[src/rtl/sipo_pkg.sv]
// Shared definitions for the serial-to-parallel frame controller.
package sipo_pkg;

    // Control FSM states: waiting for a start-of-frame, or collecting bits.
    typedef enum logic {
        ST_IDLE    = 1'b0,
        ST_COLLECT = 1'b1
    } sipo_state_t;

endpackage : sipo_pkg

[src/rtl/sipo_shift_en.sv]
// WIDTH-stage shift chain with synchronous reset and shift enable.
// New bits enter at the LSB and move toward the MSB one stage per enabled cycle.
module sipo_shift_en #(
    parameter int WIDTH = 4
) (
    input  logic             clk,
    input  logic             rst,
    input  logic             en,
    input  logic             d,
    output logic [WIDTH-1:0] q
);

    logic [WIDTH-1:0] chain_q;
    logic [WIDTH-1:0] chain_d;

    // Next chain value: shift one stage when enabled, otherwise hold.
    always_comb begin
        chain_d = chain_q;
        if (en) begin
            chain_d = {chain_q[WIDTH-2:0], d};
        end
    end

    // Chain register.
    always_ff @(posedge clk) begin
        if (rst) begin
            chain_q <= '0;
        end else begin
            chain_q <= chain_d;
        end
    end

    assign q = chain_q;

endmodule : sipo_shift_en

[src/rtl/sipo_frame_ctrl.sv]
// Frames a bit-serial stream into WIDTH-bit words and hands each completed word
// to a downstream consumer.
//
// Output handshake: a word moves from pout to the consumer on any rising edge
// where pout_vld=1 and pout_rdy=1. pout_vld never drops without such a transfer,
// pout is held stable while pout_vld=1 and pout_rdy=0, and pout_rdy is ignored
// while pout_vld=0. A newly completed word may load on the same edge as a
// transfer, in which case pout_vld stays high.
module sipo_frame_ctrl
    import sipo_pkg::*;
#(
    parameter int WIDTH = 4,
    parameter int CNT_W = 3
) (
    input  logic             clk,
    input  logic             rst,
    input  logic             sin,
    input  logic             sin_vld,
    input  logic             sof,
    output logic [WIDTH-1:0] pout,
    output logic             pout_vld,
    input  logic             pout_rdy,
    output logic             busy,
    output logic             overrun,
    output logic             frame_err,
    input  logic             err_clr
);

    localparam logic [CNT_W-1:0] LAST_CNT = CNT_W'(WIDTH - 1);

    sipo_state_t      state_q, state_d;
    logic [CNT_W-1:0] bit_cnt_q, bit_cnt_d;
    logic [WIDTH-1:0] pout_q, pout_d;
    logic             pout_vld_q, pout_vld_d;
    logic             busy_q, busy_d;
    logic             overrun_q, overrun_d;
    logic             frame_err_q, frame_err_d;

    logic             shift_en;
    logic [WIDTH-1:0] chain;
    logic             restart;
    logic             complete;
    logic             slot_free;

    // A bit is shifted whenever it starts a frame or belongs to one. A sof
    // inside a frame also shifts: the restarted frame overwrites every stage
    // before it can complete, so stale bits never reach pout.
    always_comb begin
        shift_en  = sin_vld && ((state_q == ST_COLLECT) || sof);
        restart   = sin_vld && sof && (state_q == ST_COLLECT);
        complete  = sin_vld && !sof && (state_q == ST_COLLECT) && (bit_cnt_q == LAST_CNT);
        slot_free = !pout_vld_q || pout_rdy;
    end

    sipo_shift_en #(
        .WIDTH (WIDTH)
    ) u_shift (
        .clk (clk),
        .rst (rst),
        .en  (shift_en),
        .d   (sin),
        .q   (chain)
    );

    // Next-state logic for the FSM, bit counter, output slot and sticky flags.
    always_comb begin
        state_d     = state_q;
        bit_cnt_d   = bit_cnt_q;
        pout_d      = pout_q;
        pout_vld_d  = pout_vld_q;
        overrun_d   = overrun_q;
        frame_err_d = frame_err_q;

        // Consumer transfer frees the slot unless a new word refills it below.
        if (pout_vld_q && pout_rdy) begin
            pout_vld_d = 1'b0;
        end

        if (err_clr) begin
            overrun_d   = 1'b0;
            frame_err_d = 1'b0;
        end

        unique case (state_q)
            ST_IDLE: begin
                if (sin_vld && sof) begin
                    state_d   = ST_COLLECT;
                    bit_cnt_d = CNT_W'(1);
                end
            end
            ST_COLLECT: begin
                if (restart) begin
                    frame_err_d = 1'b1;
                    bit_cnt_d   = CNT_W'(1);
                end else if (complete) begin
                    state_d   = ST_IDLE;
                    bit_cnt_d = '0;
                    if (slot_free) begin
                        pout_d     = {chain[WIDTH-2:0], sin};
                        pout_vld_d = 1'b1;
                    end else begin
                        overrun_d = 1'b1;
                    end
                end else if (sin_vld) begin
                    bit_cnt_d = bit_cnt_q + CNT_W'(1);
                end
            end
            default: begin
                state_d   = ST_IDLE;
                bit_cnt_d = '0;
            end
        endcase

        busy_d = (state_d == ST_COLLECT);
    end

    // Control registers; reset overrides all inputs.
    always_ff @(posedge clk) begin
        if (rst) begin
            state_q     <= ST_IDLE;
            bit_cnt_q   <= '0;
            pout_q      <= '0;
            pout_vld_q  <= 1'b0;
            busy_q      <= 1'b0;
            overrun_q   <= 1'b0;
            frame_err_q <= 1'b0;
        end else begin
            state_q     <= state_d;
            bit_cnt_q   <= bit_cnt_d;
            pout_q      <= pout_d;
            pout_vld_q  <= pout_vld_d;
            busy_q      <= busy_d;
            overrun_q   <= overrun_d;
            frame_err_q <= frame_err_d;
        end
    end

    assign pout      = pout_q;
    assign pout_vld  = pout_vld_q;
    assign busy      = busy_q;
    assign overrun   = overrun_q;
    assign frame_err = frame_err_q;

endmodule : sipo_frame_ctrl

[config.mk]
export PLATFORM = sky130hd
export DESIGN_NAME = sipo_frame_ctrl
export DESIGN_NICKNAME = d
export VERILOG_FILES = /design/src/rtl/sipo_pkg.sv /design/src/rtl/sipo_shift_en.sv /design/src/rtl/sipo_frame_ctrl.sv
export SDC_FILE = /design/constraint.sdc
export NUM_CORES = 1
export LEC_CHECK = 0
export BUFFER_PORTS_ARGS = -buffer_cell sky130_fd_sc_hd__buf_2
export CAP_MARGIN = 20
export CORE_MARGIN = 2
export CORE_UTILIZATION = 44
export DETAILED_ROUTE_END_ITERATION = 8
export HOLD_SLACK_MARGIN = 0.05
export PLACE_DENSITY_LB_ADDON = 0.05
export SLEW_MARGIN = 10
export SYNTH_ARGS = -nofsm -noshare
export SYNTH_HDL_FRONTEND = slang
export SYNTH_SLANG_ARGS = --single-unit
[constraint.sdc]
create_clock -name clk -period 1.21 [get_ports clk]
set_input_delay 0.1815 -clock clk [delete_from_list [all_inputs] [get_ports clk]]
set_output_delay 0.1815 -clock clk [all_outputs]
set_load 0.05 [all_outputs]
* Word level (Yosys, flattened, before mapping) *
Index checks and enable logic that the tools add are counted.

storage, ports and cells
  flip-flop bits (word level) = 14
  bits of input ports = 7
  output and inout port bits = 8
  logic and storage cells = 48

cells by class
  $add $sub $neg = 1
  equality and inequality tests = 3
  multiplexer cells = 22
  bitwise gates (word level) = 2
  reduce and logical (&&, ||, !) cells = 13

operator list
  kind                                                                     count
  1-bit 2-to-1 mux                                                         16
  3-bit 2-to-1 mux                                                         4
  1-bit logical AND                                                        7
  3-bit one-hot mux with 2 select lines                                    1
  4-bit by 2-bit inequality test with 1-bit output, second input constant  1
  4-bit AND reduction                                                      1
  3-bit by 1-bit adder with 3-bit output, second input constant            1
  3-bit by 2-bit == test with 1-bit output, second input constant          1
  1-bit zero test                                                          2
  1-bit logical OR                                                         2
  2-bit inequality test, second input constant                             1
  1-bit inverter                                                           2
  1-bit one-hot mux with 2 select lines                                    1
  2-bit AND reduction                                                      1

* Logic depth before layout (Yosys ltp) *
  depth in word-level cells = 7
  depth in mapped cells = 4
  gate-level depth less buffers = 4

* By module *
From an unflattened synthesis, not the netlist that was laid out.

second synthesis, totals
  cell total of the unflattened synthesis = 64
  area total of the unflattened synthesis = 638.1 sq um

modules (own cells, without submodules)
  module           instances  cells an instance  area an instance (sq um)  sequential area each (sq um)
  sipo_frame_ctrl  1          51                 498.0                     220.2
  sipo_shift_en    1          13                 140.1                     80.1

* Worst setup path after synthesis *
Ideal clock, no wire load.

  kind = reg-to-reg
  from = reg, netlist name busy
  to = reg pout_q[0] (netlist: pout[0])
  setup time = 72 ps
  arrival = 1458 ps
  required time = 1138 ps
  path slack = -320 ps
  stages on the path, launching flop included = 4
  path buffers = 0
  clock period less this slack = 1530 ps
  cell sequence = dfxtp_1 > nand2_2 > nor4_4 > mux2i_1

RTL lines
  element               line                    text
  to (signal assigned)  sipo_frame_ctrl.sv:130  pout_q <= pout_d;
  to (decl)             sipo_frame_ctrl.sv:33   logic [WIDTH-1:0] pout_q, pout_d;

* Worst setup path after layout *
  from = reg bit_cnt_q[1]
  to = reg bit_cnt_q[0]

on the way
  cells in the longest elaborated chain, start to end = 5
  elaborated cells between the ends (all ways) = 7
  those cells by class = eq/ne: 2; mux: 3; reduce/logical: 2

ends and longest elaborated chain
  element                                     line                    text
  from (decl)                                 sipo_frame_ctrl.sv:32   logic [CNT_W-1:0] bit_cnt_q, bit_cnt_d;
  from (signal assigned)                      sipo_frame_ctrl.sv:129  bit_cnt_q <= bit_cnt_d;
  3-bit by 2-bit == test with 1-bit output *  sipo_frame_ctrl.sv:51   complete = sin_vld && !sof && (state_q == ST_COLLECT) && (bit_cnt_q == LAST_CNT);
  1-bit logical AND *                         sipo_frame_ctrl.sv:51
  3-bit 2-to-1 mux                            sipo_frame_ctrl.sv:95   end else if (complete) begin
  3-bit 2-to-1 mux                            sipo_frame_ctrl.sv:92   if (restart) begin
  3-bit one-hot mux with 2 select lines       sipo_frame_ctrl.sv:84   unique case (state_q)

Every way passes the cells marked *; elsewhere a longest branch is shown, timed or not.
A chain may end at the register's enable or synchronous reset.

==> impl_metrics.py <==
metrics = {
    "status": {
        "status": "completed",
    },
    "clocking": {
        "clock_latency_ns": 0.27,
        "htree_levels": 1,
        "cts_tree": "yes",
        "cts_buffers": 3,
        "clk_path_buf_depth": 2,
        "cts_sinks": 14,
        "cts_root_buf": "clkbuf_4",
        "clk_pin_slew_ns": 0.07,
        "postCtsHoldBufs": 0,
    },
    "worst_setup_path": {
        "end_kind": "flip-flop",
        "critPathSlowestCell": "dfxtp_2",
        "regToRegEndpoint": "bit_cnt_q[0]$_SDFFE_PP0P_",
        "cp_cell_sequence": "ha_4 > nand2b_4 > buf_4 > buf_4 > a31oi_1 > o31ai_1",
        "critPathMostFrequentCell": "buf_4",
        "r2r_cells": 6,
        "cpLargestDelayFamily": "flip-flops",
        "max_stage_delay_ns": 0.36,
        "cp_data_required_time_ns": 1.36,
        "timing.rr.start": "bit_cnt_q[1]$_SDFFE_PP0P_",
        "path_max_fanout": 3,
        "critPathLaunchType": "flip-flop",
        "path_buf_inv": 2,
        "arrival_ns": 1.34,
        "regToRegSetupSlack_ns": 0.02,
        "crit_type": "flip-flop to flip-flop",
    },
    "routing": {
        "drc": 0,
        "antenna_left": 0,
        "vias": 493,
        "wl_per_cell_um": 11.1,
        "dr.pass1.iters": 2,
        "viasPerCell": 5.03,
        "drt_iter0_markers": 6,
        "finalWirelength_um": 1080,
    },
    "finish": {
        "syn2layout_area_growth_pct": 30.2,
        "drive_above_1_share_pct": 39.8,
        "num-nets-final": 93,
        "nFillCells": 135,
        "sequential_cell_area_um2": 290,
        "n_antenna_cell": 0,
        "multiInputGateArea_um2": 342,
    },
    "placement": {
        "gp_congestion": 0.764,
        "dp_hpwl_um": 781,
        "numPortBuffers": 14,
    },
    "power_and_ir_drop": {
        "power_mw": 0.809,
        "sequentialPowerShare_pct": 59.2,
        "p_int_mw": 0.619,
        "powerDensity_nw_per_um2": 1030,
        "sw_frac_of_total_pct": 23.5,
        "power_frac_comb_pct": 10.3,
        "p_switching_mw": 0.190,
        "ir_drop_v": 0.000556,
        "power_frac_clock_pct": 30.5,
        "leakage_nw": 0.326,
    },
    "timing": {
        "fmax_mhz": 844,
        "final-setup-viol-count": 0,
        "period_minus_slack_ns": 1.19,
        "fin_skew_ns": 0.00401,
        "hold_violations": 0,
        "min_period_over_period_pct": 97.9,
        "worstMarginPinSlew_ns": 0.277,
        "finalSetupTns_ns": 0,
        "rsz0062_at_grt": "yes",
        "drv_slew": 0,
        "hold_ws_ns": 0.160,
        "relSlewSlack_pct": 81.5,
    },
    "grt": {
        "grt_pass1_vias": 411,
        "grt_pass1_wl_um": 1720,
        "grt_use_total_pct": 16.3,
        "overflow": 0,
        "grt_antenna_before_repair": 0,
        "grt_max_degree": 20,
    },
    "worst_hold_path": {
        "holdPathStages": 3,
        "hp-start": "sin",
        "hp-class": "primary input to flip-flop",
        "hold_end": "u_shift.q[0]$_SDFFE_PP0P_",
    },
    "yosys": {
        "synth_area_leaders": "dfxtp_1, mux2i_1, nand2b_1",
        "ys_seq_area_share_pct": 46.3,
        "synth_edf_count": 0,
        "netlist.area_leader.share_pct": 46.3,
        "ys_types": 21,
        "yosysWarnings": 0,
        "synthCells": 63,
        "syn_area_um2": 606,
        "synth_ff_type": "dfxtp_1",
        "synth_top_area_cell": "dfxtp_1",
        "synth.avg_cell_area_um2": 9.61,
        "syn_nets": 71,
        "synthArstFlopShare_pct": 0,
        "synth-seq-cells": 14,
    },
    "floorplan": {
        "initial_core_util_pct": 46.5,
        "dieArea_um2": 1690,
        "core_area_um2": 1300,
        "fp.dieW_um": 41.1,
        "die_h_um": 41.1,
        "rows": 13,
        "pin_count": 15,
    },
    "run": {
        "max_cap_viol_count": 0,
    },
}
## per-stage QoR
step | utilization (%) | setup slack [ns] | cells | cell area, um^2
6_report | 60.6 | 0.0249 | 98 | 788
5_1_grt | 60.6 | -0.0512 | 98 | 788
4_1_cts | 60.3 | -0.00892 | 98 | 785
3_5_place_dp | 55.1 | -0.0102 | 92 | 717
3_3_place_gp | 55.1 | 0.00905 | 92 | 717
2_1_floorplan | - | 0.00404 | 63 | 621
## power groups by stage
stage	registers [mW]	clock network, mW	logic [mW]
6_report	0.479	0.246	0.0834
5_1_grt	0.481	0.278	0.0915
4_1_cts	0.478	0.262	0.0825
3_5_place_dp	0.487	0	0.0811
3_3_place_gp	0.487	0	0.0812
2_1_floorplan	0.497	0	0.0403
## tightest hold or removal path: stages
cell and delay, ns:
buf_2 0.08, mux2i_1 0.05, nor2_1 0.07
## logic make-up (layout without fill, tap and decap cells)
kind of cell	Yosys count	count (layout)	synth area share, %
multiplexers	7	7	11.6
buffers and inverters	4	24	2.48
flip-flops	14	14	46.3
AO/OA/AOI/OAI	10	10	9.50
AND/OR/NAND/NOR	27	27	28.1
adder cells (fa/ha/maj)	1	1	2.07
## cells in the final DEF (no fill, tap or decap), drive strengths merged
cell type / count
dfxtp: 14
and3b: 1
buf: 19
nor3b: 1
nor2b: 2
nand3b: 1
nor4: 1
inv: 2
a21oi: 5
nand3: 2
o21ai: 2
nor2: 6
mux2i: 7
o31ai: 1
a31oi: 1
nand2: 2
a32oi: 1
clkbuf: 3
nand2b: 11
ha: 1
## routing by layer
layer | GRT usage, % | wire length (um) | up-vias
met3 | 9.78 | 68 | 0
met2 | 25.0 | 503 | 11
met1 | 19.9 | 512 | 225
li1 | - | - | 257
met5 | 0 | 0 | -
met4 | 2.42 | 0 | 0
## registers in the layout, indices dropped and copies added (netlist names)
| register | flops |
|---|---|
| pout_vld | 1 |
| busy | 1 |
| bit_cnt_q | 3 |
| u_shift.q | 3 |
| pout | 4 |
| overrun | 1 |
| frame_err | 1 |
## Yosys cell counts (2+ instances only)
| cell type | number |
|---|---|
| nand3_1 | 2 |
| nor2_1 | 6 |
| dfxtp_1 | 14 |
| inv_1 | 2 |
| a21oi_1 | 5 |
| clkbuf_1 | 2 |
| nor2b_1 | 2 |
| nand2b_1 | 11 |
| mux2i_1 | 7 |
## how the worst max path moves through the flow
| stage | slack (ns) | cells past startpoint | from | end |
|---|---|---|---|---|
| after floorplan | 0.004 | 3 | busy$_SDFF_PP0_ | pout[0]$_SDFFE_PP0P_ |
| after global placement | 0.009 | 4 | bit_cnt_q[0]$_SDFFE_PP0P_ | pout[0]$_SDFFE_PP0P_ |
| after detailed placement | -0.01 | 4 | bit_cnt_q[0]$_SDFFE_PP0P_ | pout[1]$_SDFFE_PP0P_ |
| after CTS | -0.009 | 5 | bit_cnt_q[1]$_SDFFE_PP0P_ | pout[0]$_SDFFE_PP0P_ |
| after global routing | -0.05 | 4 | pout_vld$_SDFF_PP0_ | pout[0]$_SDFFE_PP0P_ |
| final | 0.02 | 6 | bit_cnt_q[1]$_SDFFE_PP0P_ | bit_cnt_q[0]$_SDFFE_PP0P_ |
## timing repair
action	CTS	global route
pin swaps	2	1
endpoints found under the hold margin	0	0
setup endpoints to repair	4	8
resized for setup	5	2
buffers inserted	3	0
## layout make-up
cell class,instances,area share [%]
Multi-Input combinational cell,45,43.3
Sequential cell,14,36.8
Timing Repair Buffer,19,13.7
Clock buffer,3,2.86
Tap cell,15,2.38
Inverter,2,0.952
Note: power is estimated with default switching activity, not from simulation.
